**src/rtl/multicycle_controller.sv**
```systemverilog
// multicycle_controller: registered T0..T3 sequencer, instruction register and go/done handshake for the shared-bus datapath.
// Optional illegal-instruction trap state: define MULTICYCLE_CONTROLLER_ILLEGAL_TRAP_EN.
`default_nettype none

module multicycle_controller #(
  parameter int DATA_W = 10,
  parameter int REG_AW = 2,
  parameter int OP_W   = 4
) (
  input  logic              clk,
  input  logic              rst_n,
  input  logic              go,
  input  logic [DATA_W-1:0] inst_in,
  output logic [DATA_W-1:0] IMM,
  output logic              ImmOut,
  output logic [REG_AW-1:0] Rin,
  output logic [REG_AW-1:0] Rout,
  output logic              ENW,
  output logic              ENR,
  output logic              Ain,
  output logic              Gin,
  output logic              Gout,
  output logic [OP_W-1:0]   ALUcont,
  output logic              Ext,
  output logic              IRin,
  output logic              Clr,
  output logic [1:0]        T,
  output logic              busy,
  output logic              err,
  input  logic              err_clr
);

  localparam int IMM_W = DATA_W - 2 - REG_AW;

  localparam logic [2:0] S_T0   = 3'd0;
  localparam logic [2:0] S_T1   = 3'd1;
  localparam logic [2:0] S_T2   = 3'd2;
  localparam logic [2:0] S_T3   = 3'd3;
  localparam logic [2:0] S_TRAP = 3'd4;

  logic [2:0]        r_state;
  logic [2:0]        w_next;
  logic [DATA_W-1:0] r_ir;

  logic [1:0]        w_cls;
  logic [REG_AW-1:0] w_rx;
  logic [REG_AW-1:0] w_ry;
  logic [OP_W-1:0]   w_op;
  logic [IMM_W-1:0]  w_imm;
  logic              w_is_ld;
  logic              w_is_cp;
  logic              w_illegal;
  logic              w_fetch;

  assign w_cls     = r_ir[DATA_W-1 -: 2];
  assign w_rx      = r_ir[DATA_W-3 -: REG_AW];
  assign w_ry      = r_ir[DATA_W-3-REG_AW -: REG_AW];
  assign w_op      = r_ir[OP_W-1:0];
  assign w_imm     = r_ir[IMM_W-1:0];
  assign w_is_ld   = (w_cls == 2'b00) && (w_op == OP_W'(0));
  assign w_is_cp   = (w_cls == 2'b00) && (w_op == OP_W'(1));
  assign w_illegal = (w_cls == 2'b01) || ((w_cls == 2'b00) && (w_op >= OP_W'(12)));
  // Gated with rst_n so that no bus driver or strobe shows while reset is held.
  assign w_fetch   = (r_state == S_T0) && go && rst_n;

  always_comb begin
    w_next = r_state;
    case (r_state)
      S_T0: if (go) w_next = S_T1;
      S_T1: begin
        if (w_is_ld || w_is_cp) begin
          w_next = S_T0;
        end else if (w_illegal) begin
`ifdef MULTICYCLE_CONTROLLER_ILLEGAL_TRAP_EN
          w_next = S_TRAP;
`else
          w_next = S_T0;
`endif
        end else begin
          w_next = S_T2;
        end
      end
      S_T2:   w_next = S_T3;
      S_T3:   w_next = S_T0;
      S_TRAP: if (err_clr) w_next = S_T0;
      default: w_next = S_T0;
    endcase
  end

  always_ff @(posedge clk or negedge rst_n) begin
    if (!rst_n) begin
      r_state <= S_T0;
      r_ir    <= '0;
    end else begin
      r_state <= w_next;
      if (w_fetch) r_ir <= inst_in;
    end
  end

`ifdef MULTICYCLE_CONTROLLER_ILLEGAL_TRAP_EN
  logic r_err;

  always_ff @(posedge clk or negedge rst_n) begin
    if (!rst_n) begin
      r_err <= 1'b0;
    end else if ((r_state == S_T1) && w_illegal) begin
      r_err <= 1'b1;
    end else if (err_clr) begin
      r_err <= 1'b0;
    end
  end

  assign err = r_err;
`else
  logic w_unused_err_clr;
  assign w_unused_err_clr = err_clr;
  assign err = 1'b0;
`endif

  always_comb begin
    IMM     = '0;
    ImmOut  = 1'b0;
    Rin     = '0;
    Rout    = '0;
    ENW     = 1'b0;
    ENR     = 1'b0;
    Ain     = 1'b0;
    Gin     = 1'b0;
    Gout    = 1'b0;
    ALUcont = '0;
    Ext     = 1'b0;
    IRin    = 1'b0;
    Clr     = 1'b0;
    case (r_state)
      S_T0: begin
        Ext  = w_fetch;
        IRin = w_fetch;
      end
      S_T1: begin
        if (w_is_ld) begin
          Ext = 1'b1;
          Rin = w_rx;
          ENW = 1'b1;
          Clr = 1'b1;
        end else if (w_is_cp) begin
          Rout = w_ry;
          ENR  = 1'b1;
          Rin  = w_rx;
          ENW  = 1'b1;
          Clr  = 1'b1;
        end else if (w_illegal) begin
`ifndef MULTICYCLE_CONTROLLER_ILLEGAL_TRAP_EN
          Clr = 1'b1;
`endif
        end else begin
          // inv/flp also load A here; the ALU ignores it for those ops.
          Rout = w_rx;
          ENR  = 1'b1;
          Ain  = 1'b1;
        end
      end
      S_T2: begin
        Gin = 1'b1;
        if (w_cls == 2'b00) begin
          Rout    = w_ry;
          ENR     = 1'b1;
          ALUcont = w_op;
        end else begin
          IMM     = {{(DATA_W-IMM_W){1'b0}}, w_imm};
          ImmOut  = 1'b1;
          ALUcont = (w_cls == 2'b10) ? OP_W'(2) : OP_W'(3);
        end
      end
      S_T3: begin
        Gout = 1'b1;
        Rin  = w_rx;
        ENW  = 1'b1;
        Clr  = 1'b1;
      end
      default: ;
    endcase
  end

  assign T    = r_state[1:0];
  assign busy = (r_state == S_T1) || (r_state == S_T2) || (r_state == S_T3);

  a_one_bus_driver: assert property (@(posedge clk) disable iff (!rst_n)
    $countones({Ext, ENR, Gout, ImmOut}) <= 1);

endmodule

`default_nettype wire

```
**config.mk**
```make
export PLATFORM = sky130hd
export DESIGN_NAME = multicycle_controller
export DESIGN_NICKNAME = d
export VERILOG_FILES = /design/src/rtl/multicycle_controller.sv
export SDC_FILE = /design/constraint.sdc
export NUM_CORES = 1
export LEC_CHECK = 0
export BUFFER_PORTS_ARGS = -buffer_cell sky130_fd_sc_hd__buf_2
export CAP_MARGIN = 30
export CORE_ASPECT_RATIO = 0.8
export CORE_MARGIN = 2
export CORE_UTILIZATION = 44
export CTS_BUF_LIST = sky130_fd_sc_hd__clkbuf_2
export CTS_CLUSTER_DIAMETER = 120
export CTS_CLUSTER_SIZE = 8
export DETAILED_ROUTE_END_ITERATION = 7
export HOLD_SLACK_MARGIN = 0.02
export PLACE_DENSITY_LB_ADDON = 0.25
export SYNTH_ARGS = -nofsm -noshare
export SYNTH_HDL_FRONTEND = slang
export SYNTH_SLANG_ARGS = --single-unit
```
**constraint.sdc**
```tcl
create_clock -name clk -period 2 [get_ports clk]
set_input_delay 0.4 -clock clk [delete_from_list [all_inputs] [get_ports clk]]
set_output_delay 0.4 -clock clk [all_outputs]
set_load 0.02 [all_outputs]
```
==> summary.txt, run 1 <==
Peak VDD IR: 0.00104 V
Gate power share: 0.677
HPWL Detailed: 1600 um
Avg Inst Size Synth: 9.74 um^2
number of global-route vias before repair: 790
Root Driver: clkbuf_2
Core Util, Final: 0.696
Max-cap violations: 0
Ant. Diodes: 0
H-tree Lvls: 1
Worst Setup End Kind: primary output
yosys warns: 0
initial core utilization: 0.462
Reg power frac: 0.265
Die ar.: 2320 um^2
clock latency on the worst-skew pair: 0.26 ns
final net count: 159
RSZ-0062 raised after global routing: true
first-pass GRT wire length: 3710 um
# IOs: 45
CP cell instances: inv_4, ha_4, and2b_1, a32oi_4, o22ai_1, buf_4
Core ar.: 1860 um^2
switch share: 0.489
fin crit share: 1.04
Crit. Startpoint: r_state[1]
Site Rows: 14
synth top area cells: dfrtp_1 (35%), mux2_2 (13%), ha_1 (7.3%)
CP Class: reg2out
Setup TNS: -0.0951 ns
most frequent cell after synthesis: dfrtp_1
post-synthesis compound-gate area fraction: 0.153
die width: 53.3 um
post-synthesis mux area share: 0.143
top cell type's share of synthesized area: 0.350
CP required: 1.60 ns
GRT Total Usage: 0.222
drt drc: 0
CP arrival: 1.68 ns
dpl cell area: 1080 um^2
1st-iter DRT viols: 24
top cell type by total area after synthesis: dfrtp_1
XOR/XNOR share of the synthesized area: 0
Hold Crit Class: in2async
CTS buffer count: 3
largest family of logic cells by synthesized area: simple AND/OR/NAND/NOR gates
vias post-DR: 847
WL final: 2450 um
Max Root-Sink Buffers: 2
Startpoint Class: flop
CTS Sinks: 12
max incr delay on CP: 0.46 ns
Synth Area in Adders: 0.0730
largest net degree at the start of global routing: 13
Fmax: 481 MHz
Synth Flop Type: dfrtp_1
I/O Buffers: 38
status: complete, but fails checks
cell area after layout: 1290 um^2
CTS tree: built
Post-Place Setup Slack: 0.139 ns
r2r startpoint: r_state[0]
CP max stage cell: dfrtp_2
Die H: 43.5 um
initial antenna violation count: 0
Pleak: 0.000675 uW
Layout area overhead: 50.8%
vias per cell: 5.20
Mapped Area: 857 um^2
failing checks: setup timing
Final Setup Violations: 3
WL/cell: 15.0 um
Synth async-reset ratio: 1.00
pwr dens: 1670 nW/um^2
Synth cell types: 34
clock skew: 0.00106 ns
final worst slack: -0.0795 ns
Routability Congestion: 0.841
clock period minus worst slack: 2.08 ns
Post-CTS Hold Fix Bufs: 0
CTS clk-pin slew, worst paths: 0.12 ns
Final Hold Viols: 0
most frequent cells after synthesis: dfrtp_1 (12), mux2_2 (10), inv_1 (6)
crit path max fanout: 4
post-route ant nets: 0
share of layout cells above drive strength 1: 0.612
Cells after Synth: 88
max-slew violation count: 0
P_sw: 1050 uW
Int Pwr: 1100 uW
fillers: 152
#FFs+latches synth: 12
gr ovfl total: 0
Seq/Total Area, Yosys: 0.350
drt first pass iters: 4
Fin Hold WS: 0.0531 ns
Clk pwr share: 0.058
post-synthesis simple-gate area fraction: 0.185
number of flops mapped to enable cells by yosys: 0
==> per-layer routing <==
layer,routed length [um],track usage,vias to the layer above
met5,0,0,-
met2,1240,0.343,34
met3,141,0.0241,6
li1,-,-,400
met1,1050,0.306,407
met4,30,0.113,0
==> state kept, by name (all words and copies together) (netlist names) <==
register  count
r_state       2
r_ir         10
==> stage by stage <==
step | instances | total power, uW
3_5_place_dp | 151 | 1640
4_1_cts | 161 | 2020
5_1_grt | 163 | 2300
3_3_place_gp | 151 | 1620
6_report | 163 | 2160
2_1_floorplan | 92 | 1300
==> worst max-delay path, delay by kind of cell (launching register included) <==
family	cells	cell delay, ns
compound gates	2	0.40
fa+ha+maj	1	0.16
flops	1	0.46
buf+inv	2	0.23
simple gates	1	0.18
==> repair_timing <==
item / CTS / global route
pin swaps: 8 / 3
gates resized for setup: 23 / 11
setup buffers: 6 / 2
setup endpoints to repair: 11 / 12
==> logic make-up after synthesis <==
family / Yosys count
simple gates: 27
compound gates: 17
buf+inv: 15
flops: 12
mux: 11
fa+ha+maj: 5
other cells: 1
==> cell usage in the layout (no fill, tap or decap), types with 2 or more instances in the layout <==
cell type,n
ha_4,3
o22ai_1,2
and3_1,5
a21oi_1,2
inv_4,2
buf_4,14
o21a_1,2
ha_1,2
nor2b_1,4
buf_2,32
dfrtp_2,3
nor3_2,2
inv_1,4
nand2_1,5
buf_6,6
clkbuf_2,3
o21ai_0,4
conb_1,5
nand3_1,2
and2_4,2
dfrtp_1,9
mux2_2,10
==> power by group through the flow <==
stage                     registers (uW)  clock network, uW  logic [uW]
final                                572                124        1460
after global routing                 592                137        1570
after detailed placement             541                  0        1100
after floorplan                      492                  0         810
after global placement               537                  0        1080
after CTS                            549                130        1340
==> cell type report <==
cell class	count	area, um^2	share of cell area
clock buffers	3	15.0	0.0116
clock inverters	1	3.75	0.00290
inverters	6	27.5	0.0213
multi-input cells	65	579	0.448
flip-flops and latches	12	304	0.235
well taps	24	30.0	0.0232
repair buffers	52	333	0.258
==> path summary, 6_finish.rpt <==
kind | cells after the start | endpoint | slack [ns]
setup / recovery | 6 | Rout[1] | -0.08
hold / removal | 2 | r_state[0] | 0.05
setup reg to reg | 5 | r_ir[7] | 0.47
hold reg to reg | 1 | r_ir[5] | 0.55
max in group asynchronous | 2 | r_ir[9] | 1.78
min in group clk | 2 | r_ir[9] | 0.36
Note: power is estimated with default switching activity, not from simulation.
==> inputs of run 2 (changes only) <==
--- a/config.mk
+++ b/config.mk
@@ -16,6 +16,7 @@
 export DETAILED_ROUTE_END_ITERATION = 7
 export HOLD_SLACK_MARGIN = 0.02
 export PLACE_DENSITY_LB_ADDON = 0.25
+export REMOVE_ABC_BUFFERS = 1
 export SYNTH_ARGS = -nofsm -noshare
 export SYNTH_HDL_FRONTEND = slang
 export SYNTH_SLANG_ARGS = --single-unit
==> constraint.sdc (replaced) <==
create_clock -name clk -period 2 [get_ports clk]
set_input_delay 0.2 -clock clk [delete_from_list [all_inputs] [get_ports clk]]
set_output_delay 0.2 -clock clk [all_outputs]
set_load 0.02 [all_outputs]
==> run 2 against run 1 <==
Critical path depth is 2 lower. Critical path type unchanged. Die area did not move. The flow now finishes without violations. First-iteration DRC count shrank 46%. Final area shrank 12%. Setup slack improved by 0.18 ns. Critical endpoint unchanged. Utilization decreased by 8.6 points. Clock-buffer cell count did not move. Highest routed layer unchanged. Largest power group unchanged.
==> summary.txt, run 2 (synthesis gave the netlist of run 1 again) <==
CTS clk-pin slew, worst paths: 0.11 ns (about the same)
hold-critical path endpoint: r_ir[9]
# IOs: 45 (unchanged)
Pleak: 0.000626 uW (-7.2%)
Max-cap violations: 0 (unchanged)
max-slew violation count: 0 (unchanged)
final net count: 152 (-4.4%)
Layout area overhead: 32.1%
dpl cell area: 1070 um^2 (-0.69%)
Die ar.: 2320 um^2 (unchanged)
biggest regs: r_ir (10), r_state (2)
WL/cell: 12.6 um (-16%)
CP required: 1.80 ns (+0.20 ns)
fin crit share: 0.948 (-0.0921)
crit path max fanout: 7 (+3)
most frequent cells in the layout: buf_2 (38), mux2_2 (10), dfrtp_1 (10)
Critical R2R Capture: r_ir[2]
Root Driver: clkbuf_2
Max Root-Sink Buffers: 2 (unchanged)
DP Cell Count: 150 (-0.66%)
Hold Path Stages: 2
final worst slack: 0.105 ns (+0.184 ns)
initial antenna violation count: 0 (unchanged)
Die H: 43.5 um (unchanged)
initial core utilization: 0.462 (unchanged)
gr ovfl total: 0 (unchanged)
CP Class: reg2out
clock latency on the worst-skew pair: 0.26 ns (about the same)
GRT met2 Usage: 0.296 (-0.0469)
WL final: 1950 um (-20%)
r2r startpoint: r_state[0]
Site Rows: 14 (unchanged)
Routability Congestion: 0.880 (+4.6%)
share of layout cells above drive strength 1: 0.511 (-0.100)
switch share: 0.500 (+0.0114)
Clk pwr share: 0.065 (+0.007)
Largest register FFs: 10 (unchanged)
Sequential Area: 303 um^2 (-0.41%)
most used routing layer: met2
grt met3 use: 0.0207 (-0.00345)
Final Setup Violations: 0 (-3)
P_sw: 890 uW (-16%)
HPWL Detailed: 1520 um (-5.2%)
CTS Sinks: 12 (unchanged)
GRT Total Usage: 0.191 (-0.0309)
drt drc: 0 (unchanged)
Core ar.: 1860 um^2 (unchanged)
number of global-route vias before repair: 713 (-9.7%)
H-tree Lvls: 1 (unchanged)
first-pass GRT wire length: 3230 um (-13%)
pwr dens: 1570 nW/um^2 (-5.8%)
drt first pass iters: 4 (unchanged)
CTS buffer count: 3 (unchanged)
M1 GR Usage: 0.264 (-0.0420)
Worst Setup End Kind: primary output
vias post-DR: 767 (-9.4%)
Startpoint Class: flop
Hold Crit Class: in2reg
Final Hold Viols: 0 (unchanged)
Reg power frac: 0.305 (+0.040)
Post-Place Setup Slack: 0.291 ns (+0.152 ns)
post-route ant nets: 0 (unchanged)
Core Util, Final: 0.610 (-0.0863)
Worst Hold Launch: inst_in[9]
CTS tree: built
Layout Cells excl Fill: 155 (-4.9%)
Ant. Diodes: 0 (unchanged)
Peak VDD IR: 0.000906 V (-13%)
clock period minus worst slack: 1.90 ns (-0.184 ns)
cell area after layout: 1130 um^2 (-12%)
status: complete, no violations
1st-iter DRT viols: 13 (-46%)
multi-input logic area: 517 um^2 (-11%)
Gate power share: 0.630 (-0.047)
Register-to-Register Path Depth: 5 (unchanged)
R2R setup slack: 0.42 ns (-0.05 ns)
Int Pwr: 889 uW (-19%)
Fmax: 528 MHz (+9.7%)
largest net degree at the start of global routing: 13 (unchanged)
CP arrival: 1.70 ns (+0.02 ns)
vias per cell: 4.95 (-4.8%)
fillers: 193 (+27%)
Crit. Startpoint: r_ir[2]
I/O Buffers: 38 (unchanged)
Reg with most FFs: r_ir
die width: 53.3 um (unchanged)
commonest non-fill, non-tap cell in the layout: buf_2
clock skew: 0.00841 ns (+0.00736 ns)
[run 2: final cells by class]
cell class              count  area share
flip-flops and latches     12       0.267
multi-input cells          65       0.456
well taps                  24      0.0265
inverters                   6      0.0199
clock buffers               3      0.0133
repair buffers             45       0.217
[run 2: worst max path at each step]
stage	endpoint	slack, ns	cells past startpoint
after floorplan	Rout[1]	-0.02	5
after global placement	r_ir[5]	0.32	5
after detailed placement	r_ir[2]	0.29	5
after CTS	IRin	0.02	6
after global routing	IRin	-0.01	6
final	Rout[1]	0.10	4
[run 2: metrics by stage]
step	TNS, ns	power [uW]	hold slack (ns)
after global routing	-0.00978	1940	0.149
after floorplan	-0.0300	1270	-0.0956
after global placement	0	1600	0.168
after detailed placement	0	1620	0.174
after CTS	0	1750	0.142
final	0	1780	0.154
[run 2: repair_timing]
item,4_1_cts,5_1_grt
hold buffers,1,0
endpoints found under the hold margin,12,0
setup buffers,0,1
resized for setup,0,6
endpoints found under the setup margin,0,7
[run 2: worst max-delay path, cell delays in order, from the launching register on]
cell     delay (ns)
dfrtp_1        0.47
or3_4          0.45
a32oi_4        0.21
o22ai_1        0.13
buf_2          0.17
[run 2: layer usage]
metal  vias up  wire length, um
li1        385                -
met1       340              903
met2        38              862
met3         4              151
met4         0               36
met5         -                0
[run 2: power by group through the flow]
stage,Combinational (uW),Sequential (uW),Clock [uW]
floorplan,761,512,0
global placement,1070,531,0
detailed placement,1090,538,0
CTS,1090,532,124
global route,1240,572,129
finish,1120,543,116
==> inputs of run 3 (changes only) <==
==> constraint.sdc (replaced) <==
create_clock -name clk -period 2 [get_ports clk]
set_input_delay 0.1 -clock clk [delete_from_list [all_inputs] [get_ports clk]]
set_output_delay 0.1 -clock clk [all_outputs]
set_load 0.02 [all_outputs]
==> run 3 against run 2 <==
First-iteration DRC count shrank 77%. Highest routed layer is now met3. Critical endpoint unchanged. Register-to-register slack gained 0.08 ns. Sequential share of layout area up 0.70 points. Clock power grew 9%. Utilization is 1.5 points lower. Flip-flop and latch count unchanged. Setup slack better by 0.077 ns. Die area unchanged. Power down 1.4%. Via count decreased by 0.26%. Fmax increased by 4.2%.
==> summary.txt, run 3 (synthesis gave the netlist of run 1 again) <==
fin crit share: 0.909 (-0.0384)
CTS Sinks: 12 (unchanged)
# IOs: 45 (unchanged)
CTS clk-pin slew, worst paths: 0.13 ns (+0.02 ns)
GRT Total Usage: 0.177 (-0.0135)
Ant. Diodes: 0 (unchanged)
post-route ant nets: 0 (unchanged)
Setup TNS: 0 ns (unchanged)
CP arrival: 1.72 ns (+0.02 ns)
number of global-route vias before repair: 678 (-4.9%)
Die H: 43.5 um (unchanged)
final worst slack: 0.181 ns (+0.0768 ns)
max-slew violation count: 0 (unchanged)
Site Rows: 14 (unchanged)
Buffers & Inverters on Critical Path: 2 (+1)
initial core utilization: 0.462 (unchanged)
initial antenna violation count: 0 (unchanged)
vias post-DR: 765 (-0.26%)
Int Pwr: 873 uW (-1.8%)
1st-iter DRT viols: 3 (-10)
Layout area overhead: 28.8%
# Post-CTS Setup Buffers: 0 (unchanged)
drt first pass iters: 4 (unchanged)
CP Class: reg2out
H-tree Lvls: 1 (unchanged)
Final Hold Viols: 0 (unchanged)
Gate power share: 0.617 (-0.013)
first-pass GRT wire length: 3070 um (-4.9%)
vias per cell: 4.97 (+0.39%)
drt drc: 0 (unchanged)
RSZ-0062 raised after global routing: false
WL final: 1880 um (-3.7%)
Max Root-Sink Buffers: 2 (unchanged)
Largest register FFs: 10 (unchanged)
Peak VDD IR: 0.000775 V (-14%)
Final Setup Violations: 0 (unchanged)
most frequent cells in the layout: buf_2 (38), mux2_2 (10), dfrtp_1 (10)
share of layout cells above drive strength 1: 0.477 (-0.0345)
Max-cap violations: 0 (unchanged)
max incr delay on CP: 0.44 ns (-0.03 ns)
die width: 53.3 um (unchanged)
pwr dens: 1590 nW/um^2 (+1.2%)
P_sw: 881 uW (-1.0%)
R2R setup slack: 0.50 ns (+0.08 ns)
Reg power frac: 0.311 (+0.006)
Fmax: 550 MHz (+4.2%)
total design power: 1750 uW (-1.4%)
clock period minus worst slack: 1.82 ns (-0.0768 ns)
CP required: 1.90 ns (+0.10 ns)
status: complete, no violations
HPWL Detailed: 1450 um (-4.4%)
Hold Crit Class: in2reg
Worst Setup End Kind: primary output
Reg with most FFs: r_ir
CTS buffer count: 3 (unchanged)
biggest regs: r_ir (10), r_state (2)
final net count: 150 (-1.3%)
WL/cell: 12.2 um (-3.1%)
Pleak: 0.000616 uW (-1.7%)
Post-Place Setup Slack: 0.421 ns (+0.130 ns)
Clk pwr share: 0.072 (+0.007)
Startpoint Class: flop
Routability Congestion: 0.852 (-3.2%)
CTS tree: built
CP cell instances: inv_1, ha_1, and2b_1, a32oi_4, o22ai_1, buf_2
largest net degree at the start of global routing: 14 (+1)
crit path max fanout: 7 (unchanged)
Root Driver: clkbuf_2
commonest non-fill, non-tap cell in the layout: buf_2
clock latency on the worst-skew pair: 0.26 ns (about the same)
I/O Buffers: 38 (unchanged)
switch share: 0.502 (+0.00193)
Fin Hold WS: 0.0593 ns (-0.0944 ns)
Die ar.: 2320 um^2 (unchanged)
CP max stage cell: dfrtp_2
cell family with most CP delay: flip-flops
clock skew: 0.00350 ns (-0.00491 ns)
Core ar.: 1860 um^2 (unchanged)
gr ovfl total: 0 (unchanged)
run 3: worst paths after layout:
kind	cells past startpoint	to	startpoint
worst max-delay path	6	Rout[1]	r_state[1]
worst min-delay path	2	r_ir[1]	inst_in[1]
worst max register to register	5	r_ir[0]	r_state[0]
worst min register to register	1	r_ir[6]	r_ir[6]
max in group asynchronous	2	r_state[1]	rst_n
min in group asynchronous	2	r_ir[5]	rst_n
run 3: metal layers:
metal  global-route usage  vias up  wire length [um]
met5                    0        -                 0
met4               0.0308        0                 0
met3               0.0448        0               143
met2                0.272       32               853
met1                0.256      350               884
li1                     -      383                 -
run 3: power groups by stage:
stage / Clock, uW / Sequential, uW / Combinational, uW
6_report: 126 / 546 / 1080
5_1_grt: 149 / 571 / 1180
4_1_cts: 132 / 535 / 1090
3_5_place_dp: 0 / 542 / 1080
3_3_place_gp: 0 / 532 / 1070
2_1_floorplan: 0 / 512 / 761
run 3: layout make-up:
cell class	instances	area [um^2]
Clock buffer	3	15.0
Sequential cell	12	303
Clock inverter	1	3.75
Tap cell	24	30.0
Multi-Input combinational cell	65	499
Fill cell	189	753
Inverter	6	22.5
Timing Repair Buffer	43	230
run 3: stage by stage:
| stage | utilization | std cells | area [um^2] |
|---|---|---|---|
| after floorplan | - | 83 | 817 |
| after detailed placement | 0.575 | 149 | 1070 |
| after global placement | 0.575 | 149 | 1070 |
| after global routing | 0.594 | 154 | 1100 |
| final | 0.594 | 154 | 1100 |
| after CTS | 0.590 | 154 | 1100 |
run 3: repair_timing:
action,4_1_cts,5_1_grt
gates resized for setup,0,3
hold buffers,1,0
setup endpoints to repair,0,3
endpoints found under the hold margin,12,0
